--- config.mk ---
export PLATFORM = sky130hd
export DESIGN_NAME = decode_stage
export DESIGN_NICKNAME = d
export VERILOG_FILES = /design/src/rtl/core_pkg.sv /design/src/rtl/decode_comb.sv /design/src/rtl/decode_stage.sv
export SDC_FILE = /design/constraint.sdc
export NUM_CORES = 1
export LEC_CHECK = 0
export CAP_MARGIN = 20
export CORE_AREA = 10 10 105 107
export DETAILED_ROUTE_END_ITERATION = 6
export DIE_AREA = 0 0 115 117
export PLACE_DENSITY = 0.82
export SETUP_SLACK_MARGIN = 0.5
export SYNTH_ARGS = -nofsm -noshare
export SYNTH_HDL_FRONTEND = slang
export SYNTH_SLANG_ARGS = --single-unit
--- constraint.sdc ---
create_clock -name clk_i -period 2.55 [get_ports clk_i]
set_input_delay 0.3825 -clock clk_i [delete_from_list [all_inputs] [get_ports clk_i]]
set_output_delay 0.3825 -clock clk_i [all_outputs]
set_load 0.05 [all_outputs]
--- src/rtl/core_pkg.sv ---
// Shared RV32I decode types: opcodes, ALU ops, immediate formats and the D/X register layout.
package core_pkg;

  typedef enum logic [6:0] {
    OPC_LUI    = 7'b0110111,
    OPC_AUIPC  = 7'b0010111,
    OPC_JAL    = 7'b1101111,
    OPC_JALR   = 7'b1100111,
    OPC_BRANCH = 7'b1100011,
    OPC_LOAD   = 7'b0000011,
    OPC_STORE  = 7'b0100011,
    OPC_OP_IMM = 7'b0010011,
    OPC_OP     = 7'b0110011,
    OPC_FENCE  = 7'b0001111,
    OPC_SYSTEM = 7'b1110011
  } opcode_e;

  typedef enum logic [3:0] {
    ALU_ADD    = 4'd0,
    ALU_SUB    = 4'd1,
    ALU_SLL    = 4'd2,
    ALU_SLT    = 4'd3,
    ALU_SLTU   = 4'd4,
    ALU_XOR    = 4'd5,
    ALU_SRL    = 4'd6,
    ALU_SRA    = 4'd7,
    ALU_OR     = 4'd8,
    ALU_AND    = 4'd9,
    ALU_PASS_B = 4'd10
  } alu_op_e;

  typedef enum logic [2:0] {IMM_I, IMM_S, IMM_B, IMM_U, IMM_J} imm_fmt_e;

  typedef struct packed {
    logic [31:0] pc;
    logic [4:0]  rd;
    logic [31:0] imm;
    alu_op_e     alu_op;
    logic [2:0]  funct3;
    logic        op_a_pc;
    logic        op_b_imm;
    logic        reg_write;
    logic        mem_read;
    logic        mem_write;
    logic        branch;
    logic        jump;
    logic        jalr;
    logic        illegal;
  } dx_reg_t;

  localparam dx_reg_t DX_BUBBLE = '{
    pc: 32'd0, rd: 5'd0, imm: 32'd0, alu_op: ALU_ADD, funct3: 3'd0,
    op_a_pc: 1'b0, op_b_imm: 1'b0, reg_write: 1'b0, mem_read: 1'b0,
    mem_write: 1'b0, branch: 1'b0, jump: 1'b0, jalr: 1'b0, illegal: 1'b0
  };

  function automatic logic [31:0] imm_gen(input logic [31:0] inst, input imm_fmt_e fmt);
    case (fmt)
      IMM_S:   return {{20{inst[31]}}, inst[31:25], inst[11:7]};
      IMM_B:   return {{19{inst[31]}}, inst[31], inst[7], inst[30:25], inst[11:8], 1'b0};
      IMM_U:   return {inst[31:12], 12'b0};
      IMM_J:   return {{11{inst[31]}}, inst[31], inst[19:12], inst[20], inst[30:21], 1'b0};
      default: return {{20{inst[31]}}, inst[31:20]};
    endcase
  endfunction

  // alt selects SUB/SRA; callers only raise it where that encoding is meaningful
  function automatic alu_op_e alu_from_f3(input logic [2:0] f3, input logic alt);
    case (f3)
      3'b000:  return alt ? ALU_SUB : ALU_ADD;
      3'b001:  return ALU_SLL;
      3'b010:  return ALU_SLT;
      3'b011:  return ALU_SLTU;
      3'b100:  return ALU_XOR;
      3'b101:  return alt ? ALU_SRA : ALU_SRL;
      3'b110:  return ALU_OR;
      default: return ALU_AND;
    endcase
  endfunction

endpackage

--- src/rtl/decode_comb.sv ---
// Pure combinational RV32I decoder: instruction word to D/X fields plus register-use flags.
module decode_comb
  import core_pkg::*;
#(
  parameter bit ILLEGAL_AS_NOP = 1'b1
) (
  input  logic [31:0] inst,
  input  logic [31:0] pc,
  output dx_reg_t     dx,
  output logic        use_rs1,
  output logic        use_rs2
);

  logic [2:0] f3;
  logic [6:0] f7;
  logic       illegal;
  logic       writes_rd;

  assign f3 = inst[14:12];
  assign f7 = inst[31:25];

  always_comb begin
    dx        = DX_BUBBLE;
    dx.pc     = pc;
    dx.funct3 = f3;
    illegal   = 1'b0;
    writes_rd = 1'b0;
    use_rs1   = 1'b0;
    use_rs2   = 1'b0;

    case (inst[6:0])
      OPC_LUI: begin
        dx.imm = imm_gen(inst, IMM_U);
        dx.alu_op = ALU_PASS_B;
        dx.op_b_imm = 1'b1;
        writes_rd = 1'b1;
      end
      OPC_AUIPC: begin
        dx.imm = imm_gen(inst, IMM_U);
        dx.op_a_pc = 1'b1;
        dx.op_b_imm = 1'b1;
        writes_rd = 1'b1;
      end
      OPC_JAL: begin
        dx.imm = imm_gen(inst, IMM_J);
        dx.op_a_pc = 1'b1;
        dx.op_b_imm = 1'b1;
        dx.jump = 1'b1;
        writes_rd = 1'b1;
      end
      OPC_JALR: begin
        dx.imm = imm_gen(inst, IMM_I);
        dx.op_b_imm = 1'b1;
        dx.jump = 1'b1;
        dx.jalr = 1'b1;
        writes_rd = 1'b1;
        use_rs1 = 1'b1;
      end
      OPC_BRANCH: begin
        dx.imm = imm_gen(inst, IMM_B);
        dx.alu_op = ALU_SUB;
        dx.branch = 1'b1;
        use_rs1 = 1'b1;
        use_rs2 = 1'b1;
        illegal = (f3 == 3'b010) || (f3 == 3'b011);
      end
      OPC_LOAD: begin
        dx.imm = imm_gen(inst, IMM_I);
        dx.op_b_imm = 1'b1;
        dx.mem_read = 1'b1;
        writes_rd = 1'b1;
        use_rs1 = 1'b1;
        illegal = (f3 == 3'b011) || (f3 == 3'b110) || (f3 == 3'b111);
      end
      OPC_STORE: begin
        dx.imm = imm_gen(inst, IMM_S);
        dx.op_b_imm = 1'b1;
        dx.mem_write = 1'b1;
        use_rs1 = 1'b1;
        use_rs2 = 1'b1;
        illegal = (f3 >= 3'b011);
      end
      OPC_OP_IMM: begin
        dx.imm = imm_gen(inst, IMM_I);
        dx.alu_op = alu_from_f3(f3, (f3 == 3'b101) && inst[30]);
        dx.op_b_imm = 1'b1;
        writes_rd = 1'b1;
        use_rs1 = 1'b1;
        illegal = ((f3 == 3'b001) || (f3 == 3'b101)) && (f7 != 7'h00) && (f7 != 7'h20);
      end
      OPC_OP: begin
        dx.alu_op = alu_from_f3(f3, inst[30]);
        writes_rd = 1'b1;
        use_rs1 = 1'b1;
        use_rs2 = 1'b1;
        illegal = ((f7 != 7'h00) && (f7 != 7'h20)) ||
                  ((f7 == 7'h20) && (f3 != 3'b000) && (f3 != 3'b101));
      end
      OPC_FENCE, OPC_SYSTEM: dx.funct3 = 3'd0;
      default: illegal = 1'b1;
    endcase

    if (writes_rd) begin
      dx.rd = inst[11:7];
      dx.reg_write = (inst[11:7] != 5'd0);
    end

    // The all-zero word is how fetch marks a flushed slot, not an illegal opcode
    if (inst == 32'd0) begin
      dx = DX_BUBBLE;
      use_rs1 = 1'b0;
      use_rs2 = 1'b0;
    end else if (illegal) begin
      if (ILLEGAL_AS_NOP) begin
        dx = DX_BUBBLE;
        use_rs1 = 1'b0;
        use_rs2 = 1'b0;
      end
      dx.illegal = 1'b1;
    end
  end

endmodule

--- src/rtl/decode_stage.sv ---
// Decode stage: D/X pipeline register with flush/stall priority and load-use hazard detection.
module decode_stage
  import core_pkg::*;
#(
  parameter int XLEN = 32,
  parameter bit ILLEGAL_AS_NOP = 1'b1
) (
  input  logic            clk_i,
  input  logic            rst_i,
  input  logic [31:0]     inst_i,
  input  logic [XLEN-1:0] pc_i,
  input  logic            stall_i,
  input  logic            flush_i,
  output logic [4:0]      rs1_addr_o,
  output logic [4:0]      rs2_addr_o,
  output logic            load_use_stall_o,
  output logic [XLEN-1:0] d_pc_o,
  output logic [4:0]      d_rd_o,
  output logic [XLEN-1:0] d_imm_o,
  output logic [3:0]      d_alu_op_o,
  output logic [2:0]      d_funct3_o,
  output logic            d_op_a_pc_o,
  output logic            d_op_b_imm_o,
  output logic            d_reg_write_o,
  output logic            d_mem_read_o,
  output logic            d_mem_write_o,
  output logic            d_branch_o,
  output logic            d_jump_o,
  output logic            d_jalr_o,
  output logic            d_illegal_o
);

  dx_reg_t dec;
  dx_reg_t dx_q;
  logic    use_rs1;
  logic    use_rs2;

  decode_comb #(.ILLEGAL_AS_NOP(ILLEGAL_AS_NOP)) u_decode_comb (
    .inst    (inst_i),
    .pc      (pc_i),
    .dx      (dec),
    .use_rs1 (use_rs1),
    .use_rs2 (use_rs2)
  );

  assign rs1_addr_o = inst_i[19:15];
  assign rs2_addr_o = inst_i[24:20];

  // Stays high under stall_i so fetch keeps holding even though D/X is frozen
  assign load_use_stall_o = !flush_i && dx_q.mem_read && (dx_q.rd != 5'd0) &&
                            ((use_rs1 && (rs1_addr_o == dx_q.rd)) ||
                             (use_rs2 && (rs2_addr_o == dx_q.rd)));

  always_ff @(posedge clk_i) begin
    if (rst_i)                 dx_q <= DX_BUBBLE;
    else if (flush_i)          dx_q <= DX_BUBBLE;
    else if (stall_i)          dx_q <= dx_q;
    else if (load_use_stall_o) dx_q <= DX_BUBBLE;
    else                       dx_q <= dec;
  end

  assign d_pc_o        = dx_q.pc;
  assign d_rd_o        = dx_q.rd;
  assign d_imm_o       = dx_q.imm;
  assign d_alu_op_o    = dx_q.alu_op;
  assign d_funct3_o    = dx_q.funct3;
  assign d_op_a_pc_o   = dx_q.op_a_pc;
  assign d_op_b_imm_o  = dx_q.op_b_imm;
  assign d_reg_write_o = dx_q.reg_write;
  assign d_mem_read_o  = dx_q.mem_read;
  assign d_mem_write_o = dx_q.mem_write;
  assign d_branch_o    = dx_q.branch;
  assign d_jump_o      = dx_q.jump;
  assign d_jalr_o      = dx_q.jalr;
  assign d_illegal_o   = dx_q.illegal;

endmodule

Word level (Yosys, flattened, before mapping) --
Index checks and enable logic that the tools add are counted.
Word-level totals: bits in registers 85, input bits 68, output and inout bits 96, word-level logic and storage cells 102
Operators by class: $lt $le $gt $ge 1, eq/ne operators 23, muxes and demuxes 29, reduce and logical (&&, ||, !) cells 35
Operators with widths (count):
- $mux W85 | 3
- $pmux W32 S5 | 1
- $pmux W4 S7 | 2
- $logic_not A32 Y1 | 1
- $eq A7 B6 Y1 const B | 4
- $eq A7 B7 Y1 const B | 4
- $mux W1 | 19
- $pmux W4 S4 | 1
- $eq A7 B5 Y1 const B | 2
- $reduce_or A7 Y1 | 2
- $eq A3 B3 Y1 const B | 4
- $reduce_or A6 Y1 | 2
- $logic_and A1 B1 Y1 | 11
- $eq A5 B5 Y1 | 2
- $reduce_bool A5 Y1 | 2
- $reduce_or A2 Y1 | 5
- $eq A7 B2 Y1 const B | 1
- $eq A7 B4 Y1 const B | 1
- $ne A7 B6 Y1 const B | 1
- $reduce_bool A7 Y1 | 1
- $eq A3 B2 Y1 const B | 2
- $logic_or A1 B1 Y1 | 6
- $pmux W1 S6 | 1
- $reduce_or A3 Y1 | 2
- 8 further kinds | 8

Logic depth before layout (Yosys ltp) --
word-level depth 11, gate-level depth with buffers 9

Cells and area by module --
A second synthesis with hierarchy kept.
Second synthesis, totals: cells, all modules 665, area total of the unflattened synthesis 5148.7 um2
By module, submodules not included:
- decode_stage | instances 1, cells an instance 416, area an instance 3639.7 um2
- decode_comb | instances 1, cells an instance 249, area an instance 1508.9 um2

Worst setup path before layout --
No wires, ideal clock.
path type flip-flop to output port, start point register dx_q (netlist bit d_rd_o[1]), end point output load_use_stall_o, arrival 2.025 ns, path slack 0.142 ns, stages on the path, launching flop included 6, buffers on the path 0, cells stage by stage dfxtp_1 -> xor2_1 -> nand3b_1 -> nor4b_1 -> o21ai_0 -> nor2_1
On the way: longest elaborated chain between the ends 4, elaborated cells on any way between the ends 8, classes of those cells eq/ne: 2; reduce/logical: 6
Ends and longest elaborated chain:
- start, declared | RTL line decode_stage.sv:34 | dx_reg_t dx_q;
- start signal, assigned | RTL line decode_stage.sv:57 | else if (stall_i) dx_q <= dx_q;
- $eq A5 B5 Y1, on equally long branches | RTL line decode_stage.sv:51, decode_stage.sv:52
- $logic_and A1 B1 Y1, on equally long branches | RTL line decode_stage.sv:51, decode_stage.sv:52
- $logic_or A1 B1 Y1 | RTL line decode_stage.sv:51 | ((use_rs1 && (rs1_addr_o == dx_q.rd)) ||
- $logic_and A1 B1 Y1 (*) | RTL line decode_stage.sv:50 | assign load_use_stall_o = !flush_i && dx_q.mem_read && (dx_q.rd != 5'd0) &&
- end, declared | RTL line decode_stage.sv:16 | output logic load_use_stall_o,
Every way passes the cells marked *; elsewhere a longest branch is shown, timed or not.

Final worst setup path --
start point register dx_q (netlist bit d_rd_o[3]), end point output load_use_stall_o
Same word-level chain as after synthesis.

==> flow_summary.json <==
{
  "die_h_um": 117,
  "cts.htree.levels": 3,
  "clock_sinks": 85,
  "synthArstFlopShare": 0,
  "finish.utilization": 0.704,
  "leakage_nw": 2.51,
  "hold_viol": 0,
  "grt_max_degree": 51,
  "io-pin-count": 164,
  "gp_congestion": 0.940,
  "clk_latency_ns": 0.37,
  "cpMaxStageDelayCell": "or4_4",
  "hold_buffers": 0,
  "synth_area_um2": 3640,
  "die_w_um": 115,
  "grt-ovfl-total": 0,
  "critPathLaunchType": "flop",
  "postRouteAntennaNets": 0,
  "cts_tree": "done",
  "final_area_um2": 6350,
  "final_cells": 755,
  "drive_above_1_share": 0.256,
  "worst_ep_arrival_time_ns": 1.88,
  "drt_iter0_drc": 378,
  "min_path_type": "input pin to flop",
  "synthesis.nets": 482,
  "drc": 0,
  "avgViaCountPerCell": 5.65,
  "synth_top_flop_cell": "dfxtp_1",
  "root_buffer": "clkbuf_8",
  "vias": 4264,
  "start_util": 0.404,
  "crit_end": "load_use_stall_o",
  "setup_viol": 0,
  "min_from": "inst_i[25]",
  "dpl.cell_count": 721,
  "reg2reg_from": "d_rd_o[4]",
  "cts.clk_slew.worst_paths_ns": 0.09,
  "tightest_slew_ns": 0.897,
  "drtPass1Iterations": 5,
  "power_density_nw_per_um2": 431,
  "ys_seq_area_frac": 0.467,
  "die-area_um2": 13500,
  "grtUsageTotal": 0.210,
  "crit_buf_inv": 2,
  "rows": 35,
  "hpwlAfterDp_mm": 11.3,
  "cpMostUsedCell": "nor2_4",
  "slew-limit-headroom": 0.397,
  "antenna-diode-count": 0,
  "endpoint_kind": "primary output",
  "crit_chain": "buf_6, or4_4, nor2_4, nor3b_4, o21ai_2, nor2_4, buf_12",
  "drv_cap": 0,
  "synth-seq-cells": 85,
  "rrSetupSlack_ns": 0.41,
  "period_share": 0.889,
  "slew_violations": 0,
  "cts_buffers": 9,
  "cp.depth": 7,
  "period_minus_slack_ns": 2.27,
  "r2r-end": "d_imm_o[3]",
  "synth_cell_type_count": 49,
  "core-area_um2": 9020,
  "rsz0062_at_grt": "true",
  "critical-path-max-stage-delay_ns": 0.52,
  "portBuffers": 163,
  "worst-setup-path-type": "flop to primary output",
  "dpl_cell_area_um2": 5790,
  "synthCells": 414,
  "fmax_mhz": 441,
  "crit_start": "d_rd_o[3]",
  "wl_per_cell_um": 20.0,
  "syn_to_final_growth_pct": 74.4,
  "nNetsFinal": 707,
  "synth_edf_count": 0,
  "antenna_found_initial": 0,
  "grt_first_pass_wirelength_mm": 22.8,
  "avgSynthCellArea_um2": 8.80,
  "setup-tns-final_ns": 0,
  "path_delay_family": "simple AND/OR/NAND/NOR gates",
  "cts_max_path_buffers": 2,
  "wl_mm": 15.1,
  "grt_pass1_vias": 4265,
  "finClkSkew_ns": 0.0124,
  "status": "finished clean",
  "worstPathRequired_ns": 2.17,
  "ys_warn_count": 0,
  "holdWs_ns": 0.363,
  "peakVddDrop_v": 0.000233,
  "critPathMaxFanout": 4,
  "reg2regPathDepth": 9
}
## cell families after synthesis
family	Yosys count	share of synthesized area
AO/OA/AOI/OAI	144	0.271
AND/OR/NAND/NOR	131	0.173
flip-flops	85	0.467
buffers and inverters	43	0.0618
XOR/XNOR	10	0.0240
multiplexers	1	0.00309
## cell usage in the layout (no fill, tap or decap), drive strengths merged, types with 4 or more instances in the layout
cell type        n
a22oi            5
clkbuf          17
a22o            33
buf            100
xor2             4
and2             4
nor3             7
nand3           11
a32o            14
clkdlybuf4s50  126
o21ai           45
dfxtp           85
dlymetal6s2s     9
dlygate4sd2      9
a21oi           28
nand2           59
inv              7
nor2            20
nand2b           4
nor4             5
xnor2            6
nand4            6
## how the worst min path moves through the flow
| stage | end | cells past startpoint |
|---|---|---|
| final | d_imm_o[5] | 2 |
| after detailed placement | d_imm_o[0] | 2 |
| after global routing | d_imm_o[5] | 2 |
| after global placement | d_imm_o[3] | 2 |
| after CTS | d_imm_o[0] | 2 |
| after floorplan | d_op_a_pc_o | 1 |
## cell type report
cell class	instances	area, um2
Inverter	5	18.8
Clock buffer	10	128
Tap cell	111	139
Clock inverter	6	70.1
Sequential cell	85	1720
Fill cell	727	2670
Timing Repair Buffer	252	2350
Multi-Input combinational cell	286	1930
## sequential cells by signal, indices dropped and copies added (netlist names)
register       flops
d_reg_write_o      1
d_mem_read_o       1
d_imm_o           32
d_op_a_pc_o        1
d_branch_o         1
d_mem_write_o      1
d_jump_o           1
d_funct3_o         3
d_alu_op_o         4
d_pc_o            32
d_illegal_o        1
d_op_b_imm_o       1
d_jalr_o           1
d_rd_o             5
## report_power, final
part           switching (W)  internal, W
Sequential        0.00000222      0.00133
Clock               0.000522     0.000460
Combinational       0.000223     0.000204
## metal layers
metal | up-vias | GRT usage | part of all wire
met5 | - | 0 | 0
met4 | 0 | 0.0784 | 0.029
met3 | 41 | 0.0693 | 0.095
met2 | 226 | 0.361 | 0.49
met1 | 2033 | 0.237 | 0.38
li1 | 1964 | - | -
## repair_timing
| action | CTS | global route |
|---|---|---|
| resized for setup | 55 | 43 |
| setup buffers | 14 | 4 |
| setup endpoints to repair | 85 | 89 |
| pin swaps | 21 | 19 |
## through the flow
stage | setup WS [ns] | power [W]
2_1_floorplan | 0.513 | 0.00152
3_3_place_gp | -0.215 | 0.00175
3_5_place_dp | -0.220 | 0.00176
4_1_cts | 0.274 | 0.00274
5_1_grt | 0.233 | 0.00283
6_report | 0.284 | 0.00274
## synth_stat cells, types with 4 or more instances
master    count  area (um2)
buf_4        10        75.1
nor4_1        5        31.3
nand4_1       6        37.5
nand2b_1      4        25.0
buf_2         8        40.0
a21oi_1      28         140
nand3_1      11        55.1
a22oi_1       5        37.5
clkbuf_1     17        63.8
nand2_1      59         221
inv_1         5        18.8
a22o_1       33         289
nor2_1       20        75.1
o21ai_0      43         215
xnor2_1       6        52.6
a32o_1       14         140
dfxtp_1      85        1700
and2_1        4        25.0
xor2_1        4        35.0
nor3_1        7        35.0
Note: power is estimated with default switching activity, not from simulation.
